`src/rtl/offnariscv_pkg.sv`:
```
// Shared types for the offnariscv front end.
// Holds the redirect bundle and the PC generator state encoding.
package offnariscv_pkg;

    localparam int XLEN = 32;

    typedef struct packed {
        logic            flush;
        logic            btb_we;
        logic [XLEN-1:0] src_pc;
        logic [XLEN-1:0] target;
    } redirect_tdata_t;

    typedef enum logic [1:0] {
        RUN,
        FLUSH,
        DRAIN
    } pcgen_state_e;

endpackage

```
`src/rtl/axis_if.sv`:
```
// Minimal valid/ready stream interface.
// The m side drives payload and valid, the s side drives ready.
interface axis_if #(
    parameter int W = 32
);
    logic         tvalid;
    logic         tready;
    logic [W-1:0] tdata;

    modport m (output tvalid, output tdata, input tready);
    modport s (input tvalid, input tdata, output tready);
endinterface

```
`src/rtl/pcgen_btb.sv`:
```
// Direct-mapped branch target buffer.
// Lookup is combinational; writes become visible the following cycle.
module pcgen_btb
    import offnariscv_pkg::*;
#(
    parameter int BTB_ENTRIES = 16
) (
    input  logic            clk,
    input  logic            rst_n,
    input  logic [XLEN-1:0] lookup_pc,
    output logic            hit,
    output logic [XLEN-1:0] hit_target,
    input  logic            we,
    input  logic [XLEN-1:0] pc,
    input  logic [XLEN-1:0] target
);
    localparam int IDX_W = $clog2(BTB_ENTRIES);
    localparam int TAG_W = XLEN - IDX_W - 2;

    logic [BTB_ENTRIES-1:0] valid;
    logic [TAG_W-1:0]       tags [BTB_ENTRIES];
    logic [XLEN-1:0]        tgts [BTB_ENTRIES];

    logic [IDX_W-1:0] ridx;
    logic [IDX_W-1:0] widx;
    logic [TAG_W-1:0] rtag;
    logic [TAG_W-1:0] wtag;
    logic             unused;

    assign ridx   = lookup_pc[IDX_W+1:2];
    assign rtag   = lookup_pc[XLEN-1:IDX_W+2];
    assign widx   = pc[IDX_W+1:2];
    assign wtag   = pc[XLEN-1:IDX_W+2];
    assign unused = ^{lookup_pc[1:0], pc[1:0]};

    assign hit        = valid[ridx] && (tags[ridx] == rtag);
    assign hit_target = tgts[ridx];

    always_ff @(posedge clk) begin
        if (!rst_n) begin
            valid <= '0;
        end else if (we) begin
            valid[widx] <= 1'b1;
        end
    end

    // Payload arrays need no reset; valid gates every use.
    always_ff @(posedge clk) begin
        if (we) begin
            tags[widx] <= wtag;
            tgts[widx] <= target;
        end
    end

endmodule

```
`src/rtl/pcgen.sv`:
```
// Next-PC generator: sequential/BTB prediction plus redirect handling.
// Raises invalidate while wrong-path fetches are being flushed.
module pcgen
    import offnariscv_pkg::*;
#(
    parameter logic [XLEN-1:0] RESET_VECTOR = '0,
    parameter int              BTB_ENTRIES  = 16
) (
    input  logic clk,
    input  logic rst_n,
    axis_if.s    current_pc_axis_if,
    axis_if.m    next_pc_axis_if,
    axis_if.s    redirect_axis_if,
    output logic invalidate
);
    pcgen_state_e    state_q;
    pcgen_state_e    state_d;
    logic [XLEN-1:0] tgt_q;
    logic [XLEN-1:0] tgt_d;
    logic            invalidate_q;

    redirect_tdata_t redir;
    logic            redir_fire;
    logic            flush_req;
    logic            next_fire;
    logic            btb_hit;
    logic [XLEN-1:0] btb_target;
    logic [XLEN-1:0] pred_pc;
    logic            nvalid;
    logic [XLEN-1:0] ndata;

    assign redir      = redirect_tdata_t'(redirect_axis_if.tdata);
    assign redir_fire = redirect_axis_if.tvalid;
    assign flush_req  = redir_fire && redir.flush;
    assign next_fire  = nvalid && next_pc_axis_if.tready;

    assign current_pc_axis_if.tready = 1'b1;
    assign redirect_axis_if.tready   = 1'b1;
    assign next_pc_axis_if.tvalid    = nvalid;
    assign next_pc_axis_if.tdata     = ndata;
    assign invalidate                = invalidate_q;

    pcgen_btb #(
        .BTB_ENTRIES(BTB_ENTRIES)
    ) u_btb (
        .clk       (clk),
        .rst_n     (rst_n),
        .lookup_pc (current_pc_axis_if.tdata),
        .hit       (btb_hit),
        .hit_target(btb_target),
        .we        (redir_fire && redir.btb_we),
        .pc        (redir.src_pc),
        .target    (redir.target)
    );

    assign pred_pc = btb_hit ? btb_target
                             : current_pc_axis_if.tdata + XLEN'(4);

    always_comb begin
        state_d = state_q;
        tgt_d   = tgt_q;
        nvalid  = 1'b0;
        ndata   = pred_pc;
        unique case (state_q)
            RUN: begin
                nvalid = current_pc_axis_if.tvalid;
            end
            FLUSH: begin
                nvalid = 1'b1;
                ndata  = tgt_q;
                if (next_fire) state_d = DRAIN;
            end
            DRAIN: begin
                state_d = RUN;
            end
            default: begin
                state_d = RUN;
            end
        endcase
        // A newer redirect always wins, even over a same-cycle handshake.
        if (flush_req) begin
            state_d = FLUSH;
            tgt_d   = redir.target;
        end
    end

    always_ff @(posedge clk) begin
        if (!rst_n) begin
            state_q      <= RUN;
            tgt_q        <= RESET_VECTOR;
            invalidate_q <= 1'b0;
        end else begin
            state_q      <= state_d;
            tgt_q        <= tgt_d;
            invalidate_q <= (state_d != RUN);
        end
    end

endmodule

```
`src/flat_wrapper.sv`:
```
// flat-port wrapper written by rule: the top's interface ports become plain ports
module pcgen_flat import offnariscv_pkg::*;
#(
    parameter logic [XLEN-1:0] RESET_VECTOR = '0,
    parameter int              BTB_ENTRIES  = 16
)
  (clk, rst_n, invalidate, current_pc_axis_if_tvalid, current_pc_axis_if_tdata, current_pc_axis_if_tready, next_pc_axis_if_tvalid, next_pc_axis_if_tdata, next_pc_axis_if_tready, redirect_axis_if_tvalid, redirect_axis_if_tdata, redirect_axis_if_tready);
  axis_if #(.W(XLEN)) current_pc_axis_if_i ();
  axis_if #(.W(XLEN)) next_pc_axis_if_i ();
  axis_if #(.W(($bits(redirect_tdata_t)))) redirect_axis_if_i ();
  input  logic clk;
  input  logic rst_n;
  output logic invalidate;
  input wire logic [$bits(current_pc_axis_if_i.tvalid)-1:0] current_pc_axis_if_tvalid;
  input wire logic [$bits(current_pc_axis_if_i.tdata)-1:0] current_pc_axis_if_tdata;
  output wire logic [$bits(current_pc_axis_if_i.tready)-1:0] current_pc_axis_if_tready;
  output wire logic [$bits(next_pc_axis_if_i.tvalid)-1:0] next_pc_axis_if_tvalid;
  output wire logic [$bits(next_pc_axis_if_i.tdata)-1:0] next_pc_axis_if_tdata;
  input wire logic [$bits(next_pc_axis_if_i.tready)-1:0] next_pc_axis_if_tready;
  input wire logic [$bits(redirect_axis_if_i.tvalid)-1:0] redirect_axis_if_tvalid;
  input wire logic [$bits(redirect_axis_if_i.tdata)-1:0] redirect_axis_if_tdata;
  output wire logic [$bits(redirect_axis_if_i.tready)-1:0] redirect_axis_if_tready;
  assign current_pc_axis_if_i.tvalid = current_pc_axis_if_tvalid;
  assign current_pc_axis_if_i.tdata = current_pc_axis_if_tdata;
  assign current_pc_axis_if_tready = current_pc_axis_if_i.tready;
  assign next_pc_axis_if_tvalid = next_pc_axis_if_i.tvalid;
  assign next_pc_axis_if_tdata = next_pc_axis_if_i.tdata;
  assign next_pc_axis_if_i.tready = next_pc_axis_if_tready;
  assign redirect_axis_if_i.tvalid = redirect_axis_if_tvalid;
  assign redirect_axis_if_i.tdata = redirect_axis_if_tdata;
  assign redirect_axis_if_tready = redirect_axis_if_i.tready;
  pcgen #(.RESET_VECTOR(RESET_VECTOR), .BTB_ENTRIES(BTB_ENTRIES)) u_core (.clk(clk), .rst_n(rst_n), .current_pc_axis_if(current_pc_axis_if_i), .next_pc_axis_if(next_pc_axis_if_i), .redirect_axis_if(redirect_axis_if_i), .invalidate(invalidate));
endmodule
```
`config.mk`:
```
export PLATFORM = sky130hd
export DESIGN_NAME = pcgen_flat
export DESIGN_NICKNAME = d
export VERILOG_FILES = /design/src/rtl/offnariscv_pkg.sv /design/src/rtl/axis_if.sv /design/src/rtl/pcgen_btb.sv /design/src/rtl/pcgen.sv /design/src/flat_wrapper.sv
export SDC_FILE = /design/constraint.sdc
export NUM_CORES = 1
export LEC_CHECK = 0
export CAP_MARGIN = 20
export CORE_UTILIZATION = 47
export DETAILED_ROUTE_END_ITERATION = 8
export DONT_BUFFER_PORTS = 1
export HOLD_SLACK_MARGIN = 0.02
export PLACE_DENSITY = 0.62
export SLEW_MARGIN = 20
export SYNTH_ARGS = -nofsm -noshare
export SYNTH_HDL_FRONTEND = slang
export SYNTH_SLANG_ARGS = --single-unit
```
`constraint.sdc`:
```
create_clock -name clk -period 7 [get_ports clk]
set_input_delay 2.1 -clock clk [delete_from_list [all_inputs] [get_ports clk]]
set_output_delay 2.1 -clock clk [all_outputs]
set_load 0.03 [all_outputs]
```
==> Word level (Yosys, flattened, before mapping) <==
Memories as Yosys holds them, arrays and structs flattened.
Cells that the tools add are included.
{ "totals": {"word_cells": 32, "mem_count": 2, "ram_bits": 928, "inputBits": 103, "output_inout_bits": 36, "register_bits": 51} }
{ "op_classes": {"bitwise": 1, "n_eq_ne": 2, "mux": 12, "n_reduce_logical": 7, "addsub": 1, "magnitude_cmp": 3} }
{ "mem_list": {"columns": ["memory", "words", "word_bits", "read_ports", "rd_ports_with_merged_regs", "write_ports", "line", "rtl"], "rows": [
  ["u_core.u_btb.tgts", 16, 32, 1, 0, 1, "pcgen_btb.sv:22", "logic [XLEN-1:0] tgts [BTB_ENTRIES];"],
  ["u_core.u_btb.tags", 16, 26, 1, 0, 1, "pcgen_btb.sv:21", "logic [TAG_W-1:0] tags [BTB_ENTRIES];"]
]} }
{ "op_table": {"columns": ["cell", "n"], "rows": [
  ["32-bit two-way mux", 2],
  ["32-bit by 3-bit adder with 32-bit output, second input constant", 1],
  ["26-bit == test", 1],
  ["16-bit OR", 1],
  ["4-bit by 5-bit less-than comparator with 1-bit output, second input constant", 2],
  ["1-bit logical AND", 5],
  ["1-bit binary-select mux with 4-bit select", 1],
  ["1-bit demux with 4-bit select", 1],
  ["4-bit by 1-bit greater-or-equal comparator with 1-bit output, second input constant", 1],
  ["1-bit two-way mux", 4],
  ["2-bit two-way mux", 2],
  ["2-bit case mux with 2 select lines", 1],
  ["2-bit by 1-bit == test with 1-bit output, second input constant", 1],
  ["2-bit zero test", 1],
  ["1-bit case mux with 2 select lines", 1],
  ["2-bit nonzero test", 1]
]} }

==> Logic depth before layout (Yosys ltp) <==
Gate-level depths: netlist of run 1.
{ "depth": {"word_depth": 7, "ltp_mapped": 13} }

==> Hierarchy <==
From an unflattened synthesis of run 1, not the netlist that was laid out.
{ "unflattened": {"cells_unflattened": 1879, "area_unflattened_um2": 38690.9} }
{ "by_module_without_submodules": {"columns": ["mod", "n_inst", "cells_each", "seq_area_each_um2", "area_per_inst_um2"], "rows": [
  ["pcgen_btb", 1, 1529, 28187.0, 36223.5],
  ["pcgen", 1, 350, 700.7, 2467.4]
]} }

==> Worst setup path after synthesis of run 1 <==
No wires, ideal clock.
{ "synth_timing": {"kind": "input -> output", "from": "input current_pc_axis_if_tdata[2]", "to": "output next_pc_axis_if_tdata[0]", "path_slack_ns": -0.251, "path_buffers": 4, "cell_stages": 12, "arrival_time_ns": 5.151, "t_required_ns": 4.900, "path_cell_list": "buf_6 -> buf_6 -> buf_6 -> mux4_2 -> mux2_2 -> nor2_1 -> a31oi_1 -> mux2_2 -> nor4_2 -> buf_2 -> nand3_1 -> a31oi_1"} }
{ "synth_via": {"elab_chain_len": 5, "elab_cells_between_ends": 8, "classes_between": "eq/ne: 1; mux: 4; reduce/logical: 1; memory: 2"} }
{ "synth_rtl": {"columns": ["item", "line", "rtl"], "rows": [
  ["start, declared", "flat_wrapper.sv:15", "input wire logic [$bits(current_pc_axis_if_i.tdata)-1:0] current_pc_axis_if_tdata;"],
  ["memory read 16 x 26 bit / 1-bit binary-select mux with 4-bit select (equally long branches)", null, null],
  ["26-bit == test / 1-bit two-way mux (equally long branches)", "pcgen_btb.sv:36", "assign hit = valid[ridx] && (tags[ridx] == rtag);"],
  ["1-bit logical AND", "pcgen_btb.sv:36", null],
  ["32-bit two-way mux *", "pcgen.sv:56", "assign pred_pc = btb_hit ? btb_target"],
  ["32-bit two-way mux *", "pcgen.sv:64", "unique case (state_q)"],
  ["end, declared", "flat_wrapper.sv:18", "output wire logic [$bits(next_pc_axis_if_i.tdata)-1:0] next_pc_axis_if_tdata;"]
]} }
Every way passes the cells marked *; elsewhere a longest branch is shown, timed or not. The select of a mux whose other input is x is not followed.

==> Final worst setup path of run 1 <==
{ "layout_timing": {"from": "input current_pc_axis_if_tdata[2]", "to": "output next_pc_axis_if_tdata[3]"} }
Same word-level chain as after synthesis.

==> impl_results.md, run 1 <==
* Port Buffer Count at 0
* Routed WL at about 100000 um
* Ys async rst share at 0
* Final hold viol count at 0
* Status: finished, violations left
* Initial antenna violation count at 1
* Max-slew violations at 0
* Crit path required time at 4900 ps
* Core area at 0.0820 mm^2
* Via count at 19.8k
* DRC errors left at 0
* Post-synth EDFFs at approximately 930
* Worst-margin pin slew at 1130 ps
* Synth warn at 0
* Fin worst setup slack at -627 ps
* Finished Layout Cells at 3209
* Worst clock skew at 0.0294 ps
* Final setup TNS at -17800 ps
* Clock Tree Root: clkbuf_16
* Iter 0 DRT Violations at 2328
* Failing checks: negative setup slack
* Fraction of layout cells with a size suffix above 1 at 0.323
* Area growth syn-to-layout at 17.6%
* Dpl cells at 3009
* Pre-CTS WS at -533 ps
* Placed cell area at 0.0419 mm^2
* Final Cell Area at 0.0458 mm^2
* Top post-synthesis cells by area: edfxtp_1, mux4_2, dfxtp_1
* N_diodes at 0
* Hpwl dp at 54400 um
* Reg clk slew, reported paths at 60 ps
* TritonRoute pass-1 iters at 5
* Achievable frequency at 0.131 GHz
* Worst setup EP type: output port
* Initial core utilization at 0.475
* Most frequent cell after synthesis: edfxtp_1
* H-tree depth at 3
* Leakage power at 14.8 nW
* Top cell type by total area after synthesis: edfxtp_1
* Die W at roughly 290 um
* Routed length per instance at 31.1 um
* Final net count at 2162
* Die height at 290 um
* Post-Syn Area per Cell at 20.3 um^2
* Post-Syn Area at 0.0389 mm^2
* First-pass GRT wire length at 142000 um
* Grt ovf at 0
* CP Class: in2out
* CP Data Arrival Time at roughly 5500 ps
* Fill count at 6177
* Crit path max fanout at 229
* Count of different cell masters after synthesis at 62
* Antenna-violating nets left at 0
* Slew headroom at 0.246
* Vias in the first global route at approximately 20k
* Vias per cell at 6.18
* Worst skew pair latency at 640 ps
* Setup violators final at 32
* Pwr dens at 270 mW/mm^2
* Row cnt at 105
* RSZ-0062 raised after global routing: true
* Final period utilization at 1.09
* Hold crit path type: reg2reg
* CTS buffer count at 99
* Max_cap viols at 0
* Clk sinks at 979
* Die area at about 0.084 mm^2
* Bufs on Longest Clock Path at 3
* Cells after Synth at 1914
* Synth top area share at 0.716
* Tmin final at 7630 ps
* Largest net degree at the start of global routing at around 260
* Routability cong. at ~0.9
* TritonCTS clock tree: done
* Dominant synthesized flop cell: edfxtp_1
* Sequential element share of the synthesized area at 0.742
* Worst vdd ir at 0.000193 V
* Commonest cells in the netlist: edfxtp_1, mux4_2, nand2_1
* Worst setup SP type: input pin
* Gr usage total at 0.236
* Core Util, Final at 0.558
* Io pins at around 140
* Seq cells post-synth at 979
-- report_power, final --
group | internal [W] | switching [W] | total, W
Combinational | 0.000349 | 0.000327 | 0.000676
Sequential | 0.00648 | 0.0000202 | 0.00650
Clock | 0.00304 | 0.00216 | 0.00520
-- repair_timing --
| action | in CTS | in global routing |
|---|---|---|
| endpoints found under the setup margin | 32 | 32 |
| buffers inserted | 4 | 11 |
| pin swaps | 14 | 52 |
| cloned | 2 | 3 |
| resized for setup | 26 | 42 |
| hold buffers | 0 | 0 |
-- flip-flops by register name, indices dropped and copies added, names as in the netlist --
signal	flops
u_core.invalidate	1
u_core.state_q	2
u_core.tgt_q	32
u_core.u_btb.tags	416
u_core.u_btb.tgts	512
u_core.u_btb.valid	16
-- worst max-delay path: stages --
cell	delay (ps)
mux4_2	710
a32oi_2	210
o21ai_1	90
a32o_1	220
or4_4	490
a2111o_2	470
clkbuf_16	230
buf_6	120
o31ai_4	210
a31oi_4	160
buf_12	220
-- layout make-up --
class                           count  area (um^2)  share of cell area
Multi-Input combinational cell    808        10400               0.227
Timing Repair Buffer              151         1860              0.0406
Sequential cell                   979        28900               0.631
Tap cell                         1070         1340              0.0292
Inverter                           19         73.8             0.00161
Clock inverter                     46          415             0.00907
Clock buffer                      136         2790              0.0610
-- metal layers --
layer / track usage / up-vias / routed length, um
li1: - / 8242 / -
met1: 0.343 / 10600 / 41100
met2: 0.366 / 876 / 47100
met3: 0.0532 / 119 / 9680
met4: 0.0555 / 0 / 1760
met5: 0 / - / 0
-- metrics by stage --
stage	power [W]	hold slack [ps]
floorplan	0.00712	435
global placement	0.00727	442
detailed placement	0.00728	448
CTS	0.0125	461
global route	0.0127	480
finish	0.0124	462
-- cell usage in the layout (no fill, tap or decap), types with 5 or more instances in the layout --
| master | count |
|---|---|
| a21boi_0 | 32 |
| a21o_1 | 5 |
| a21oi_1 | 20 |
| a21oi_2 | 8 |
| a22oi_1 | 7 |
| a31oi_4 | 5 |
| buf_12 | 49 |
| buf_4 | 90 |
| buf_6 | 5 |
| bufinv_16 | 7 |
| clkbuf_1 | 24 |
| clkbuf_16 | 106 |
| clkbuf_8 | 9 |
| clkinv_1 | 14 |
| clkinv_2 | 16 |
| clkinvlp_4 | 5 |
| dfxtp_1 | 51 |
| edfxtp_1 | 928 |
| inv_1 | 18 |
| mux2_2 | 16 |
| mux2i_1 | 28 |
| mux4_2 | 261 |
| nand2_1 | 112 |
| nand2b_1 | 5 |
| nand3_1 | 18 |
| nand4_1 | 11 |
| nor2_1 | 27 |
| nor2_4 | 13 |
| nor3_1 | 10 |
| o21a_1 | 21 |
| o21ai_0 | 12 |
| o21ai_2 | 20 |
| o21ai_4 | 8 |
| o22ai_1 | 13 |
| o41ai_4 | 24 |
| xnor2_1 | 39 |
-- cell families after synthesis --
group | Yosys count | share of synthesized area
xor+xnor | 43 | 0.00967
fa+ha+maj | 1 | 0.000321
flops | 979 | 0.742
buf+inv | 128 | 0.0164
compound gates | 223 | 0.0418
other cells | 1 | 0.0000963
mux | 307 | 0.163
simple gates | 232 | 0.0266
-- worst paths after layout --
| kind | start | endpoint | slack, ps | cells after the start |
|---|---|---|---|---|
| setup / recovery | current_pc_axis_if_tdata[2] | next_pc_axis_if_tdata[3] | -630 | 11 |
| hold / removal | u_core.u_btb.valid[6] | u_core.u_btb.valid[6] | 460 | 1 |
| setup reg to reg | u_core.state_q[1] | u_core.invalidate | 5010 | 4 |
| hold reg to reg | u_core.u_btb.valid[6] | u_core.u_btb.valid[6] | 460 | 1 |
(Power assumes the default switching activity.)
==> run 2, diff against run 1 <==
--- a/config.mk
+++ b/config.mk
@@ -5,13 +5,16 @@
 export SDC_FILE = /design/constraint.sdc
 export NUM_CORES = 1
 export LEC_CHECK = 0
+export ABC_CLOCK_PERIOD_IN_PS = 7000
 export CAP_MARGIN = 20
 export CORE_UTILIZATION = 47
 export DETAILED_ROUTE_END_ITERATION = 8
 export DONT_BUFFER_PORTS = 1
 export HOLD_SLACK_MARGIN = 0.02
 export PLACE_DENSITY = 0.62
+export SETUP_SLACK_MARGIN = 0.15
 export SLEW_MARGIN = 20
 export SYNTH_ARGS = -nofsm -noshare
 export SYNTH_HDL_FRONTEND = slang
 export SYNTH_SLANG_ARGS = --single-unit
+export TNS_END_PERCENT = 30
==> impl_results.md, run 2 (synthesis gave the netlist of run 1 again) <==
* Status: finished, violations left
* Failing checks: negative setup slack
* Worst vdd ir at 0.000206 V
* Hold endpoint: u_core.u_btb.valid[11]
* Final Cell Area at approximately 0.045 mm^2
* Leakage power at ~15 nW
* Worst setup EP type: output port
* Max reg flops at 512
* Setup violators final at 32
* Bufs on Longest Clock Path at 3
* TritonRoute pass-1 iters at 7
* Most frequent CP cell: buf_12
* Hold_buf cts at 0
* Net Sw Power at ~0.0025 W
* Achievable frequency at ~0.13 GHz
* Critical R2R Capture: u_core.invalidate
* Pwr dens at 275 mW/mm^2
* Die height at 290 um
* Die W at 290 um
* Worst-margin pin slew at 1030 ps
* Slowest-stage cell, CP: mux4_2
* Vias in the first global route at 20.1k
* DRC errors left at 0
* Worst setup SP type: input pin
* Worst skew pair latency at 640 ps
* Via count at 19.7k
* Crit path required time at just under 5000 ps
* TritonCTS clock tree: done
* Routed WL at approximately 100000 um
* Placed cell area at 0.0417 mm^2
* Fin worst setup slack at -700 ps
* Antenna-violating nets left at 0
* CP max stage delay at between 700 and 800 ps
* Clk sinks at 979
* Int Power at 0.00995 W
* Sw frac at 0.200
* Final setup TNS at -19910 ps
* RSZ-0062 raised after global routing: true
* Fraction of layout cells with a size suffix above 1 at 0.305
* Register-to-Register Path Depth at 4
* CP Class: in2out
* Die area at 0.0840 mm^2
* Slew headroom at 0.315
* Iter 0 DRT Violations at 2380
* CP Data Arrival Time at 5600 ps
* Top Registers: u_core.u_btb.tgts x512, u_core.u_btb.tags x416, u_core.tgt_q x32
* Tmin final at 7700 ps
* Initial antenna violation count at 3
* Critical Path, Cell by Cell: mux4_2 -> nor2_1 -> nor3_1 -> a211oi_1 -> buf_4 -> o2111ai_2 -> a2111o_2 -> buf_12 -> o41ai_2 -> o21ai_2 -> buf_12
* N_diodes at 0
* Final net count at 2134
* Min-delay src: u_core.u_btb.valid[11]
* Top reg by flops: u_core.u_btb.tgts
* Clock power frac at 0.425
* First-pass GRT wire length at between 100000 and 150000 um
* Hold crit path type: reg2reg
* Gr usage total at 0.237
* Commonest non-fill, non-tap cell in the layout: edfxtp_1
* Reg clk slew, reported paths at roughly 60 ps
* Io pins at 139
* Flop pwr share at 0.523
* WHS Path Cells at 1
* Grt ovf at 0
* Worst clock skew at 1.97 ps
* Hpwl dp at about 55000 um
* Final period utilization at 1.10
* Area growth syn-to-layout at 16.2%
* Largest net degree at the start of global routing at 258
* Routed length per instance at between 30 and 40 um
* Commonest non-fill, non-tap cells in the layout: edfxtp_1, mux4_2, nand2_1, clkbuf_16, buf_4
* Vias per cell at slightly above 6
* H-tree depth at 3
* Initial core utilization at 0.475
* Core area at about 0.082 mm^2
* Max-slew violations at 0
* CTS buffer count at 100
* Reg2Reg Setup Slack at about 5100 ps
* Routability cong. at 0.853
* Max_cap viols at 0
* Comb pwr share at 0.053
* Row cnt at 105
* Crit path max fanout at 257
* Clock Tree Root: clkbuf_16
* Reg-to-reg critical path startpoint: u_core.state_q[1]
* Final hold viol count at 0
* Port Buffer Count at 0
[run 2: routing by layer]
layer  global-route usage  vias to the layer above  part of all wire
met5                    0                        -           0.00032
met4               0.0560                        4             0.022
met3               0.0628                      154             0.093
met2                0.363                      863              0.47
met1                0.341                    10500              0.42
li1                     -                     8175                 -
[run 2: area by class of cell]
cell class	instances	area, um^2
flip-flops and latches	979	28900
clock inverters	55	588
repair buffers	122	1410
fillers	6184	36700
inverters	19	73.8
clock buffers	124	2630
multi-input cells	808	10300
well taps	1070	1340
[run 2: timing repair]
action / CTS / global route
gates cloned: 0 / 3
pin swaps: 10 / 11
endpoints found under the setup margin: 32 / 32
gates resized for setup: 4 / 29
buffers inserted: 0 / 4
[run 2: worst max path at each step]
stage | start | endpoint | slack (ps)
finish | current_pc_axis_if_tdata[3] | next_pc_axis_if_tdata[28] | -700
global route | current_pc_axis_if_tdata[2] | next_pc_axis_if_tdata[28] | -580
CTS | current_pc_axis_if_tdata[2] | next_pc_axis_if_tdata[23] | -390
detailed placement | current_pc_axis_if_tdata[2] | next_pc_axis_if_tdata[8] | -390
global placement | current_pc_axis_if_tdata[2] | next_pc_axis_if_tdata[26] | -380
floorplan | current_pc_axis_if_tdata[2] | next_pc_axis_if_tdata[24] | 9
[run 2: worst max-delay path, delay by kind of cell]
| family | cells | cell delay [ps] |
|---|---|---|
| mux | 1 | 770 |
| simple gates | 2 | 250 |
| buf+inv | 3 | 560 |
| compound gates | 5 | 1470 |
[run 2: power by group through the flow]
stage / Combinational (W) / Sequential [W] / Clock [W]
6_report: 0.000654 / 0.00650 / 0.00529
3_5_place_dp: 0.000634 / 0.00663 / 0
2_1_floorplan: 0.000501 / 0.00662 / 0
4_1_cts: 0.000639 / 0.00650 / 0.00537
5_1_grt: 0.000680 / 0.00651 / 0.00559
3_3_place_gp: 0.000629 / 0.00662 / 0
[run 2: stage by stage]
| step | std cells | power [W] | utilization | hold slack [ps] | setup slack [ps] |
|---|---|---|---|---|---|
| floorplan | 1915 | 0.00713 | - | 435 | 9.23 |
| global placement | 2991 | 0.00725 | 0.509 | 442 | -377 |
| detailed placement | 2991 | 0.00726 | 0.509 | 453 | -394 |
| CTS | 3170 | 0.0125 | 0.548 | 464 | -389 |
| global route | 3177 | 0.0128 | 0.552 | 479 | -580 |
| finish | 3177 | 0.0124 | 0.552 | 467 | -700 |
